==> src/rtl/lynxTypes.sv <==
// Shared constants and types for the read-response completion tracker.
package lynxTypes;

  localparam int BEAT_BYTES    = 64;
  localparam int BEAT_SHIFT    = $clog2(BEAT_BYTES);
  localparam int CMPL_TID_BITS = 6;

  typedef struct packed {
    logic [CMPL_TID_BITS-1:0] tid;
    logic                     err;
  } cmpl_t;

  typedef enum logic [1:0] {
    ST_IDLE   = 2'd0,
    ST_STREAM = 2'd1,
    ST_HOLD   = 2'd2
  } trk_state_e;

endpackage

==> src/rtl/rd_cmpl_fifo.sv <==
// Issue FIFO holding {tid, beats} per outstanding read; pointers carry an extra wrap bit.
module rd_cmpl_fifo #(
  parameter int DEPTH = 16,
  parameter int WIDTH = 29
) (
  input  logic                     aclk,
  input  logic                     aresetn,
  input  logic                     push,
  input  logic [WIDTH-1:0]         push_data,
  input  logic                     pop,
  output logic [WIDTH-1:0]         head_data,
  output logic                     full,
  output logic                     empty,
  output logic [$clog2(DEPTH):0]   count
);

  localparam int AW = $clog2(DEPTH);

  logic [AW:0]      wr_ptr_q, wr_ptr_d;
  logic [AW:0]      rd_ptr_q, rd_ptr_d;
  logic [WIDTH-1:0] mem_q [DEPTH];

  assign empty     = (wr_ptr_q == rd_ptr_q);
  assign full      = (wr_ptr_q[AW] != rd_ptr_q[AW]) && (wr_ptr_q[AW-1:0] == rd_ptr_q[AW-1:0]);
  assign count     = wr_ptr_q - rd_ptr_q;
  assign head_data = mem_q[rd_ptr_q[AW-1:0]];

  always_comb begin
    wr_ptr_d = wr_ptr_q;
    rd_ptr_d = rd_ptr_q;
    if (push && !full) wr_ptr_d = wr_ptr_q + (AW+1)'(1);
    if (pop && !empty) rd_ptr_d = rd_ptr_q + (AW+1)'(1);
  end

  always_ff @(posedge aclk or negedge aresetn) begin
    if (!aresetn) begin
      wr_ptr_q <= '0;
      rd_ptr_q <= '0;
    end else begin
      wr_ptr_q <= wr_ptr_d;
      rd_ptr_q <= rd_ptr_d;
    end
  end

  // Storage needs no reset: only entries between the pointers are ever read.
  always_ff @(posedge aclk) begin
    if (push && !full) mem_q[wr_ptr_q[AW-1:0]] <= push_data;
  end

endmodule

==> src/rtl/rd_resp_cmpl_tracker.sv <==
// Matches read-response beats to issued requests and emits one completion per packet.
module rd_resp_cmpl_tracker
  import lynxTypes::*;
#(
  parameter int QDEPTH    = 16,
  parameter int LEN_BITS  = 28,
  parameter int TID_BITS  = 6,
  parameter int DATA_BITS = 512
) (
  input  logic                     aclk,
  input  logic                     aresetn,
  input  logic                     s_issue_valid,
  output logic                     s_issue_ready,
  input  logic [LEN_BITS-1:0]      s_issue_len,
  input  logic [TID_BITS-1:0]      s_issue_tid,
  input  logic                     s_axis_tvalid,
  output logic                     s_axis_tready,
  input  logic                     s_axis_tlast,
  input  logic [DATA_BITS-1:0]     s_axis_tdata,
  input  logic [DATA_BITS/8-1:0]   s_axis_tkeep,
  input  logic [TID_BITS-1:0]      s_axis_tid,
  output logic                     m_axis_tvalid,
  input  logic                     m_axis_tready,
  output logic                     m_axis_tlast,
  output logic [DATA_BITS-1:0]     m_axis_tdata,
  output logic [DATA_BITS/8-1:0]   m_axis_tkeep,
  output logic [TID_BITS-1:0]      m_axis_tid,
  output logic                     m_cmpl_valid,
  input  logic                     m_cmpl_ready,
  output logic [TID_BITS-1:0]      m_cmpl_tid,
  output logic                     m_cmpl_err,
  output logic [$clog2(QDEPTH):0]  outstanding,
  output logic                     err_sticky
);

  localparam int CNT_BITS = LEN_BITS - 5;
  localparam int ENT_BITS = TID_BITS + CNT_BITS;
  localparam int CW       = $clog2(QDEPTH) + 1;

  trk_state_e          state_q, state_d;
  logic [CNT_BITS-1:0] cnt_q, cnt_d;
  cmpl_t               cmpl_q, cmpl_d;
  logic                cmpl_valid_q, cmpl_valid_d;
  logic                err_sticky_q, err_sticky_d;

  logic                issue_push;
  logic [LEN_BITS:0]   len_round;
  logic [CNT_BITS-1:0] issue_beats;
  logic [ENT_BITS-1:0] head_data;
  logic [TID_BITS-1:0] head_tid;
  logic [CNT_BITS-1:0] head_beats;
  logic                fifo_full, fifo_empty, fifo_pop;
  logic [CW-1:0]       fifo_count;
  logic                more_after_pop;
  logic                beat_ok, beat_fire;

  assign s_issue_ready = aresetn && !fifo_full;
  assign issue_push    = s_issue_valid && s_issue_ready;
  assign len_round     = {1'b0, s_issue_len} + (LEN_BITS+1)'(BEAT_BYTES - 1);
  assign issue_beats   = (s_issue_len == '0) ? CNT_BITS'(1) : CNT_BITS'(len_round >> BEAT_SHIFT);

  rd_cmpl_fifo #(
    .DEPTH (QDEPTH),
    .WIDTH (ENT_BITS)
  ) u_fifo (
    .aclk      (aclk),
    .aresetn   (aresetn),
    .push      (issue_push),
    .push_data ({s_issue_tid, issue_beats}),
    .pop       (fifo_pop),
    .head_data (head_data),
    .full      (fifo_full),
    .empty     (fifo_empty),
    .count     (fifo_count)
  );

  assign head_tid       = head_data[ENT_BITS-1:CNT_BITS];
  assign head_beats     = head_data[CNT_BITS-1:0];
  assign more_after_pop = (fifo_count > CW'(1)) || issue_push;

  assign m_axis_tdata  = s_axis_tdata;
  assign m_axis_tkeep  = s_axis_tkeep;
  assign m_axis_tid    = s_axis_tid;
  assign m_axis_tlast  = s_axis_tlast;
  assign m_cmpl_valid  = cmpl_valid_q;
  assign m_cmpl_tid    = TID_BITS'(cmpl_q.tid);
  assign m_cmpl_err    = cmpl_q.err;
  assign outstanding   = fifo_count;
  assign err_sticky    = err_sticky_q;

  always_comb begin
    state_d       = state_q;
    cnt_d         = cnt_q;
    cmpl_d        = cmpl_q;
    cmpl_valid_d  = cmpl_valid_q;
    err_sticky_d  = err_sticky_q;
    m_axis_tvalid = 1'b0;
    s_axis_tready = 1'b0;
    fifo_pop      = 1'b0;
    beat_ok       = 1'b0;
    beat_fire     = 1'b0;

    if (cmpl_valid_q && m_cmpl_ready) cmpl_valid_d = 1'b0;

    case (state_q)
      ST_IDLE: begin
        if (!fifo_empty) state_d = ST_STREAM;
      end
      ST_STREAM: begin
        // A closing beat waits while an older completion is still unaccepted.
        beat_ok       = !s_axis_tlast || !cmpl_valid_q || m_cmpl_ready;
        m_axis_tvalid = s_axis_tvalid && beat_ok;
        s_axis_tready = m_axis_tready && beat_ok;
        beat_fire     = s_axis_tvalid && m_axis_tready && beat_ok;
        if (beat_fire) begin
          if (s_axis_tlast) begin
            fifo_pop     = 1'b1;
            cnt_d        = '0;
            cmpl_d.tid   = CMPL_TID_BITS'(head_tid);
            cmpl_d.err   = (({1'b0, cnt_q} + (CNT_BITS+1)'(1)) != {1'b0, head_beats}) ||
                           (s_axis_tid != head_tid);
            cmpl_valid_d = 1'b1;
            if (cmpl_d.err) err_sticky_d = 1'b1;
            if (!m_cmpl_ready)       state_d = ST_HOLD;
            else if (more_after_pop) state_d = ST_STREAM;
            else                     state_d = ST_IDLE;
          end else if (cnt_q != '1) begin
            cnt_d = cnt_q + CNT_BITS'(1);
          end
        end
      end
      ST_HOLD: begin
        if (m_cmpl_ready) state_d = fifo_empty ? ST_IDLE : ST_STREAM;
      end
      default: state_d = ST_IDLE;
    endcase
  end

  always_ff @(posedge aclk or negedge aresetn) begin
    if (!aresetn) begin
      state_q      <= ST_IDLE;
      cnt_q        <= '0;
      cmpl_q       <= '0;
      cmpl_valid_q <= 1'b0;
      err_sticky_q <= 1'b0;
    end else begin
      state_q      <= state_d;
      cnt_q        <= cnt_d;
      cmpl_q       <= cmpl_d;
      cmpl_valid_q <= cmpl_valid_d;
      err_sticky_q <= err_sticky_d;
    end
  end

endmodule
==> config.mk <==
export PLATFORM = sky130hd
export DESIGN_NAME = rd_resp_cmpl_tracker
export DESIGN_NICKNAME = d
export VERILOG_FILES = /design/src/rtl/lynxTypes.sv /design/src/rtl/rd_cmpl_fifo.sv /design/src/rtl/rd_resp_cmpl_tracker.sv
export SDC_FILE = /design/constraint.sdc
export NUM_CORES = 1
export LEC_CHECK = 0
export ABC_AREA = 1
export BUFFER_PORTS_ARGS = -buffer_cell sky130_fd_sc_hd__buf_2
export CAP_MARGIN = 20
export CORE_AREA = 2 2 472 474
export DETAILED_ROUTE_END_ITERATION = 7
export DIE_AREA = 0 0 474 476
export MAX_ROUTING_LAYER = met4
export SYNTH_ARGS = -nofsm -noshare
export SYNTH_HDL_FRONTEND = slang
export SYNTH_SLANG_ARGS = --single-unit
==> constraint.sdc <==
create_clock -name aclk -period 5.5 [get_ports aclk]
set_input_delay 1.65 -clock aclk [delete_from_list [all_inputs] [get_ports aclk]]
set_output_delay 1.65 -clock aclk [all_outputs]
set_load 0.01 [all_outputs]
==> impl_metrics.py, run 1 <==
metrics = {
    "outcome": {
        "status": "finished clean",
    },
    "worst_setup_path": {
        "path_cells": "buf_2 -> inv_1 -> nand2_1 -> o21ai_0 -> nor2_1 -> buf_2",
        "slowest_delay_ps": 520,
        "slowest_stage": "nor2_1",
        "worstPathMaxFanout": 4,
        "reg2reg_to": "err_sticky",
        "cp.required_ps": 3850,
        "crit_type": "input pin to primary output",
        "path_common_cell": "buf_2",
        "reg2regPathDepth": 18,
        "r2r_start": "u_fifo.rd_ptr_q[1]",
        "start_kind": "input pin",
        "crit_arrival_ps": 2990,
        "r2r_setup_slack_ps": 1800,
        "worstSetupEndpointType": "primary output",
    },
    "cells_and_area": {
        "final_cell_area_mm2": 0.02860,
        "fin_nets": 3027,
        "final_cell_count_no_fill": 5411,
        "fillers": 25050,
        "drive_gt1_frac": 0.08964,
        "multi_input_area_mm2": 0.006583,
        "layout_common_cells": "nand2_1, edfxtp_1, nand3_1",
        "area_growth_pct": 4.274,
        "final_common_cell": "nand2_1",
        "seq_area_mm2": 0.01504,
        "final_util": 0.1294,
    },
    "timing": {
        "final.setup.tns_ps": 0,
        "period_needed_ps": 4638,
        "fin_ws_ps": 862.4,
        "grt_setup_unrepaired": "false",
        "fin_worst_skew_ps": 37.82,
        "hold_viol_final": 0,
        "timing.final.crit_share": 0.8432,
        "setup_viol_count_final": 0,
        "holdWs_ps": 483.5,
        "slew_violations": 0,
        "maxSlewHeadroom": 0.3085,
        "fmax_ghz": 0.2156,
        "worst_pin_slew_ps": 1037,
    },
    "placed_design": {
        "gp_congestion": 0.9592,
        "dpl.hpwl_um": 258000,
        "place.port_buffers": 70,
        "dp_cells": 5313,
        "pre_cts_slack_ps": 852.2,
        "post_dp_cell_area_mm2": 0.02697,
    },
    "floorplanning": {
        "die_x_um": 474,
        "ioPinCount": 1223,
        "placeableCoreArea_mm2": 0.2210,
        "dieArea_mm2": 0.2256,
        "start_util": 0.1241,
        "rows": 173,
        "die_h_um": 476,
    },
    "logic_synthesis": {
        "synth_ff_type": "edfxtp_1",
        "synth_area_mm2": 0.02743,
        "synth_cell_type_count": 37,
        "async_reset_ff_frac": 0.08661,
        "synth_cells": 2913,
        "avgSynthCellArea_um2": 9.417,
        "synth_fp_nets": 3547,
        "synth-edff-count": 464,
        "ys_seq_area_frac": 0.5481,
        "ys_seq_elements": 508,
        "yosysWarnings": 0,
    },
    "job": {
        "maxCapViolations": 0,
    },
    "grt": {
        "track_usage": 0.2539,
        "antenna_found_initial": 9,
        "grt_pass1_vias": 16620,
        "gr-total-overflow": 0,
        "grt_pass1_wl_um": 324600,
        "grt_max_degree": 173,
    },
    "hold_path": {
        "worstHoldStart": "m_cmpl_err",
        "hold_end": "m_cmpl_err",
        "hp-class": "register to register",
        "worstHoldPathCells": 2,
    },
    "clocking": {
        "cts_max_level": 2,
        "clkSinkCount": 508,
        "hold_buffers": 0,
        "cts_tree": "done",
        "cts_buffer_depth": 3,
        "cts_made_buffers": 50,
        "ctsRootBufferMaster": "clkbuf_16",
        "clk_latency_ps": 610,
        "post-cts-setup-buffers": 0,
        "cts_resized": 0,
        "clk_transition_reported_paths_ps": 60,
    },
    "route": {
        "drc": 0,
        "via_per_inst": 3.628,
        "first_pass_iters": 5,
        "drtIter0Drc": 2135,
        "routed_wirelength_um": 289900,
        "post_drt_wl_per_cell_um": 53.57,
        "ant_nets": 0,
        "vias": 19630,
    },
    "pwr": {
        "p_leak_nw": 10.59,
        "p_total_mw": 12.95,
        "p_per_area_mw_per_mm2": 452.6,
        "vdd_drop_max_uv": 336.4,
    },
}
-- registers in the layout, summed over array words and instances, names as in the netlist, 2 cells and up --
signal / flops
cnt_q: 23
u_fifo.rd_ptr_q: 5
u_fifo.mem_q: 464
state_q: 2
m_cmpl_tid: 6
u_fifo.wr_ptr_q: 5
-- layout make-up --
cell class,count,area share
flip-flops and latches,508,0.5259
well taps,2975,0.1301
clock buffers,62,0.04606
multi-input cells,1468,0.2301
clock inverters,29,0.009842
diodes,4,0.0003499
inverters,256,0.03386
repair buffers,109,0.02379
-- per-layer routing --
metal | share of wire | GRT usage | up-vias
met5 | 0 | - | -
met4 | 0.0096 | 0.02270 | 0
met3 | 0.42 | 0.4822 | 163
met2 | 0.41 | 0.3551 | 2926
met1 | 0.16 | 0.1165 | 8751
li1 | - | - | 7792
-- logic make-up after synthesis --
group,synth area share
buffers and inverters,0.2165
XOR/XNOR,0.01117
AO/OA/AOI/OAI,0.01747
flip-flops,0.5481
adder cells (fa/ha/maj),0.005291
AND/OR/NAND/NOR,0.2016
-- critical path, delay by kind of cell --
kind	cells	cell delay (ps)
compound gates	1	140
buf+inv	3	520
simple gates	2	660
-- worst max-delay path by stage --
stage / endpoint / start / cells after the start / slack (ps)
final: s_axis_tready / m_cmpl_ready / 6 / 860
after global routing: s_axis_tready / m_cmpl_ready / 6 / 830
after floorplan: u_fifo.mem_q[15][0] / aresetn / 5 / 1300
after detailed placement: m_axis_tvalid / m_cmpl_ready / 6 / 850
after global placement: m_axis_tvalid / m_cmpl_ready / 6 / 830
after CTS: m_axis_tvalid / m_cmpl_ready / 6 / 850
-- cells in the mapped netlist, drive strengths merged, types with 5 or more instances --
master    n  area [µm²]
xnor2     5       43.79
ha       10       125.1
dfrtp    44        1101
a31oi     7       43.79
nand3   297        1491
nor3     13       65.06
a21oi     5       25.02
nand3b    6       45.04
buf     664        4911
o21ai    58       290.3
o22ai    14       87.58
xor2     30       262.8
nand4     8       50.05
edfxtp  464       13930
nor4     10       62.56
clkbuf   17       63.81
nor2    147       593.1
nand2   852        3216
inv     255       959.7
-- power by group --
group / switching (mW) / leakage [nW] / internal, mW
Clock: 1.47 / 0.776 / 1.94
Combinational: 3.55 / 5.07 / 1.29
Sequential: 0.170 / 4.74 / 4.53
Total: 5.19 / 10.6 / 7.76
Power figures use the tool's default switching activity.
==> run 2: changes to the inputs <==
Clock period 5.5 ns to 4.4 ns, I/O delays scaled along.
==> run 2 against run 1 <==
Against the previous run: setup slack got worse by 480 ps; final area increased by 0.99%; sequential power increased by 26%; worst hold slack improved by 6.6 ps; clock-buffer cell count decreased by 1; die area unchanged; global-route usage increased by 0.056 points; clock skew decreased by 19 ps; largest cell class unchanged.
==> impl_metrics.py, run 2 (synthesis gave the netlist of run 1 again) <==
metrics = {
    "timing": {
        "grt_setup_unrepaired": "false",
        "period_needed_ps": 4016,
        "holdWs_ps": 490.0,
        "final.setup.tns_ps": 0,
        "timing.final.crit_share": 0.9126,
        "maxSlewHeadroom": 0.2367,
        "worst_pin_slew_ps": 1145,
        "slew_violations": 0,
        "fmax_ghz": 0.2490,
        "hold_viol_final": 0,
        "setup_viol_count_final": 0,
        "fin_worst_skew_ps": 19.29,
    },
    "cells_and_area": {
        "multi_input_area_mm2": 0.006583,
        "final_common_cell": "nand2_1",
        "area_growth_pct": 5.309,
        "largest_register_ff_count": 464,
        "drive_gt1_frac": 0.09221,
        "fin_nets": 3034,
        "fillers": 24980,
        "layout_common_cells": "nand2_1, edfxtp_1, nand3_1",
        "seq_area_mm2": 0.01504,
    },
    "route": {
        "first_pass_iters": 5,
        "routed_wirelength_um": 290700,
        "ant_nets": 0,
        "vias": 19760,
        "via_per_inst": 3.644,
        "post_drt_wl_per_cell_um": 53.59,
        "drtIter0Drc": 2107,
        "drc": 0,
    },
    "grt": {
        "antenna_found_initial": 11,
        "gr-total-overflow": 0,
        "grt_max_degree": 202,
        "grt_pass1_wl_um": 325500,
        "track_usage": 0.2545,
        "grt_pass1_vias": 16480,
    },
    "floorplanning": {
        "die_x_um": 474,
        "start_util": 0.1241,
        "placeableCoreArea_mm2": 0.2210,
        "die_h_um": 476,
        "rows": 173,
        "ioPinCount": 1223,
        "dieArea_mm2": 0.2256,
    },
    "clocking": {
        "cts_tree": "done",
        "cts_made_buffers": 48,
        "clk_transition_reported_paths_ps": 70,
        "post-cts-setup-buffers": 0,
        "ctsRootBufferMaster": "clkbuf_16",
        "cts_max_level": 2,
        "hold_buffers": 0,
        "cts_buffer_depth": 3,
        "cts_resized": 0,
        "clkSinkCount": 508,
        "clk_latency_ps": 580,
    },
    "worst_setup_path": {
        "worstPathMaxFanout": 4,
        "r2r_start": "u_fifo.rd_ptr_q[0]",
        "reg2regPathDepth": 17,
        "cp.required_ps": 3080,
        "worstSetupEndpointType": "primary output",
        "slowest_delay_ps": 420,
        "slowest_stage": "fa_1",
        "path_cells": "inv_1 -> ha_1 -> fa_1 -> o21ai_0 -> xnor2_1 -> buf_2",
        "crit_arrival_ps": 2700,
        "r2r_setup_slack_ps": 1160,
        "start_kind": "register",
        "crit_start": "u_fifo.wr_ptr_q[0]",
        "crit_type": "register to primary output",
    },
    "outcome": {
        "status": "finished clean",
    },
    "pwr": {
        "p_sw_mw": 6.526,
        "vdd_drop_max_uv": 709.7,
        "p_comb_frac": 0.376,
        "power.internal_mw": 9.888,
        "p_seq_frac": 0.359,
        "p_leak_nw": 10.70,
        "clockPowerShare": 0.264,
        "switching_share": 0.3976,
        "p_per_area_mw_per_mm2": 568.2,
    },
    "job": {
        "maxCapViolations": 0,
    },
    "hold_path": {
        "worstHoldStart": "m_cmpl_err",
        "worstHoldPathCells": 2,
        "hp-class": "register to register",
    },
    "placed_design": {
        "gp_congestion": 0.9617,
        "place.port_buffers": 70,
        "dpl.hpwl_um": 259100,
    },
}
[run 2: metrics by stage]
step	std cells	utilization	power, mW	worst slack [ps]	area, µm²
after floorplan	2913	-	10.47	531.5	27430
after global placement	5324	0.1232	12.09	694.9	27230
after detailed placement	5324	0.1232	12.15	729.1	27230
after CTS	5414	0.1306	16.46	419.6	28860
after global routing	5420	0.1307	17.24	361.3	28880
final	5424	0.1307	16.41	384.4	28890
[run 2: area by class of cell]
cell class / instances / share of cell area
Timing Repair Buffer: 118 / 0.03196
Antenna cell: 9 / 0.0007796
Inverter: 256 / 0.03352
Multi-Input combinational cell: 1468 / 0.2279
Sequential cell: 508 / 0.5207
Tap cell: 2975 / 0.1288
Clock inverter: 29 / 0.01200
Clock buffer: 61 / 0.04435
[run 2: worst max-delay path: cells and delay by family, from the launching register on]
kind                       cells  cell delay [ps]
DFF                            1              410
buffers and inverters          2              430
xor gates and xnor gates       1              330
adders and majority gates      2              670
AOI/OAI and AO/OA              1              260
[run 2: path summary, 6_finish.rpt]
kind	to
max in group asynchronous	u_fifo.rd_ptr_q[1]
setup / recovery	outstanding[4]
setup reg to reg	m_cmpl_err
hold reg to reg	m_cmpl_err
hold / removal	m_cmpl_err
min in group asynchronous	m_cmpl_err
[run 2: routing by layer]
layer / share of wire / track usage
met1: 0.17 / 0.1224
met2: 0.41 / 0.3530
met3: 0.41 / 0.4743
met4: 0.013 / 0.02890
met5: 0 / -
[run 2: power by group through the flow]
stage | Combinational [mW] | Clock [mW] | Sequential, mW
after floorplan | 4.54 | 0 | 5.93
after global placement | 6.11 | 0 | 5.98
after detailed placement | 6.16 | 0 | 5.99
after CTS | 6.19 | 4.38 | 5.89
after global routing | 6.75 | 4.56 | 5.93
final | 6.18 | 4.34 | 5.90
==> run 3: changes to the inputs <==
Settings changed: GPL_TIMING_DRIVEN set to 0, PLACE_DENSITY_LB_ADDON set to 0.15.
==> run 3 against run 2 <==
Against the previous run: the flow now stops in 3_3_place_gp; synthesized area unchanged; synthesized cell count unchanged.
==> impl_metrics.py, run 3 <==
metrics = {
    "outcome": {
        "status": "did not finish",
        "lastStage": "3_3_place_gp",
        "error_line": "[ERROR GPL-0305] RePlAce diverged during gradient descent calculation, resulting in an invalid step length (Inf or NaN). This is often caused by numerical instability ...",
    },
    "logic_synthesis": {
        "synth.largest_area_cell": "edfxtp_1",
        "synthXorXnorAreaFrac": 0.01117,
        "synth-edff-count": 464,
        "ys_seq_area_frac": 0.5481,
        "synth_area_mm2": 0.02743,
        "synth_area_leaders": "edfxtp_1, buf_4, nand2_1",
        "synth_cell_type_count": 37,
        "async_reset_ff_frac": 0.08661,
        "avgSynthCellArea_um2": 9.417,
        "synth.most_common_cell": "nand2_1",
        "synth_fp_nets": 3547,
        "synth-compound-area-share": 0.01747,
        "synth_cells": 2913,
        "synthTopCellsByCount": "nand2_1, buf_4, edfxtp_1",
        "synth_ff_type": "edfxtp_1",
        "yosysWarnings": 0,
        "synth_mux_area_frac": 0,
        "yosysTopAreaCellShare": 0.5079,
        "ys_seq_elements": 508,
        "synthAdderAreaFrac": 0.005291,
        "synth_top_family_by_area": "buffers and inverters",
        "synthSimpleGateAreaFrac": 0.2016,
    },
    "floorplanning": {
        "die_h_um": 476,
        "die_x_um": 474,
        "rows": 173,
        "ioPinCount": 1223,
        "start_util": 0.1241,
    },
    "placed_design": {
        "place.port_buffers": 645,
    },
}
-- run 3: cell counts after synthesis --
Identical to the previous run, type by type.
-- run 3: cell families after synthesis --
logic type,count (synthesis)
AOI/OAI and AO/OA,88
xor gates and xnor gates,35
adders and majority gates,11
buffers and inverters,937
DFF,508
and+or+nand+nor,1334
==> run 4: changes to the inputs <==
Settings changed: CORE_AREA 2 2 472 474 to 2 2 473 475, DIE_AREA 0 0 474 476 to 0 0 475 477, MAX_ROUTING_LAYER met4 to not set.
==> run 4 against run 3 <==
Against the previous run: the flow again stops in 3_3_place_gp; synthesized cell count unchanged; synthesized area unchanged.
==> impl_metrics.py, run 4 <==
metrics = {
    "outcome": {
        "status": "did not finish",
        "lastStage": "3_3_place_gp",
        "error_line": "[ERROR GPL-0305] RePlAce diverged during gradient descent calculation, resulting in an invalid step length (Inf or NaN). This is often caused by numerical instability ...",
    },
    "logic_synthesis": {
        "synth_area_leaders": "edfxtp_1, buf_4, nand2_1",
        "ys_seq_elements": 508,
        "synthXorXnorAreaFrac": 0.01117,
        "async_reset_ff_frac": 0.08661,
        "synth_area_mm2": 0.02743,
        "synth_cell_type_count": 37,
        "synth.most_common_cell": "nand2_1",
        "synth-compound-area-share": 0.01747,
        "synth_ff_type": "edfxtp_1",
        "synth-edff-count": 464,
        "synth_fp_nets": 3547,
        "yosysWarnings": 0,
        "synth_cells": 2913,
        "synth_top_family_by_area": "buffers and inverters",
        "synth_mux_area_frac": 0,
        "synthTopCellsByCount": "nand2_1, buf_4, edfxtp_1",
        "synth.largest_area_cell": "edfxtp_1",
        "avgSynthCellArea_um2": 9.417,
        "yosysTopAreaCellShare": 0.5079,
        "synthSimpleGateAreaFrac": 0.2016,
        "synthAdderAreaFrac": 0.005291,
        "ys_seq_area_frac": 0.5481,
    },
    "floorplanning": {
        "ioPinCount": 1223,
        "die_x_um": 475,
        "start_util": 0.1239,
        "die_h_um": 477,
        "rows": 173,
    },
    "placed_design": {
        "place.port_buffers": 645,
    },
}
[run 4: logic make-up after synthesis]
logic type | count (synthesis)
compound gates | 88
xor+xnor | 35
fa+ha+maj | 11
buf+inv | 937
flops | 508
simple gates | 1334
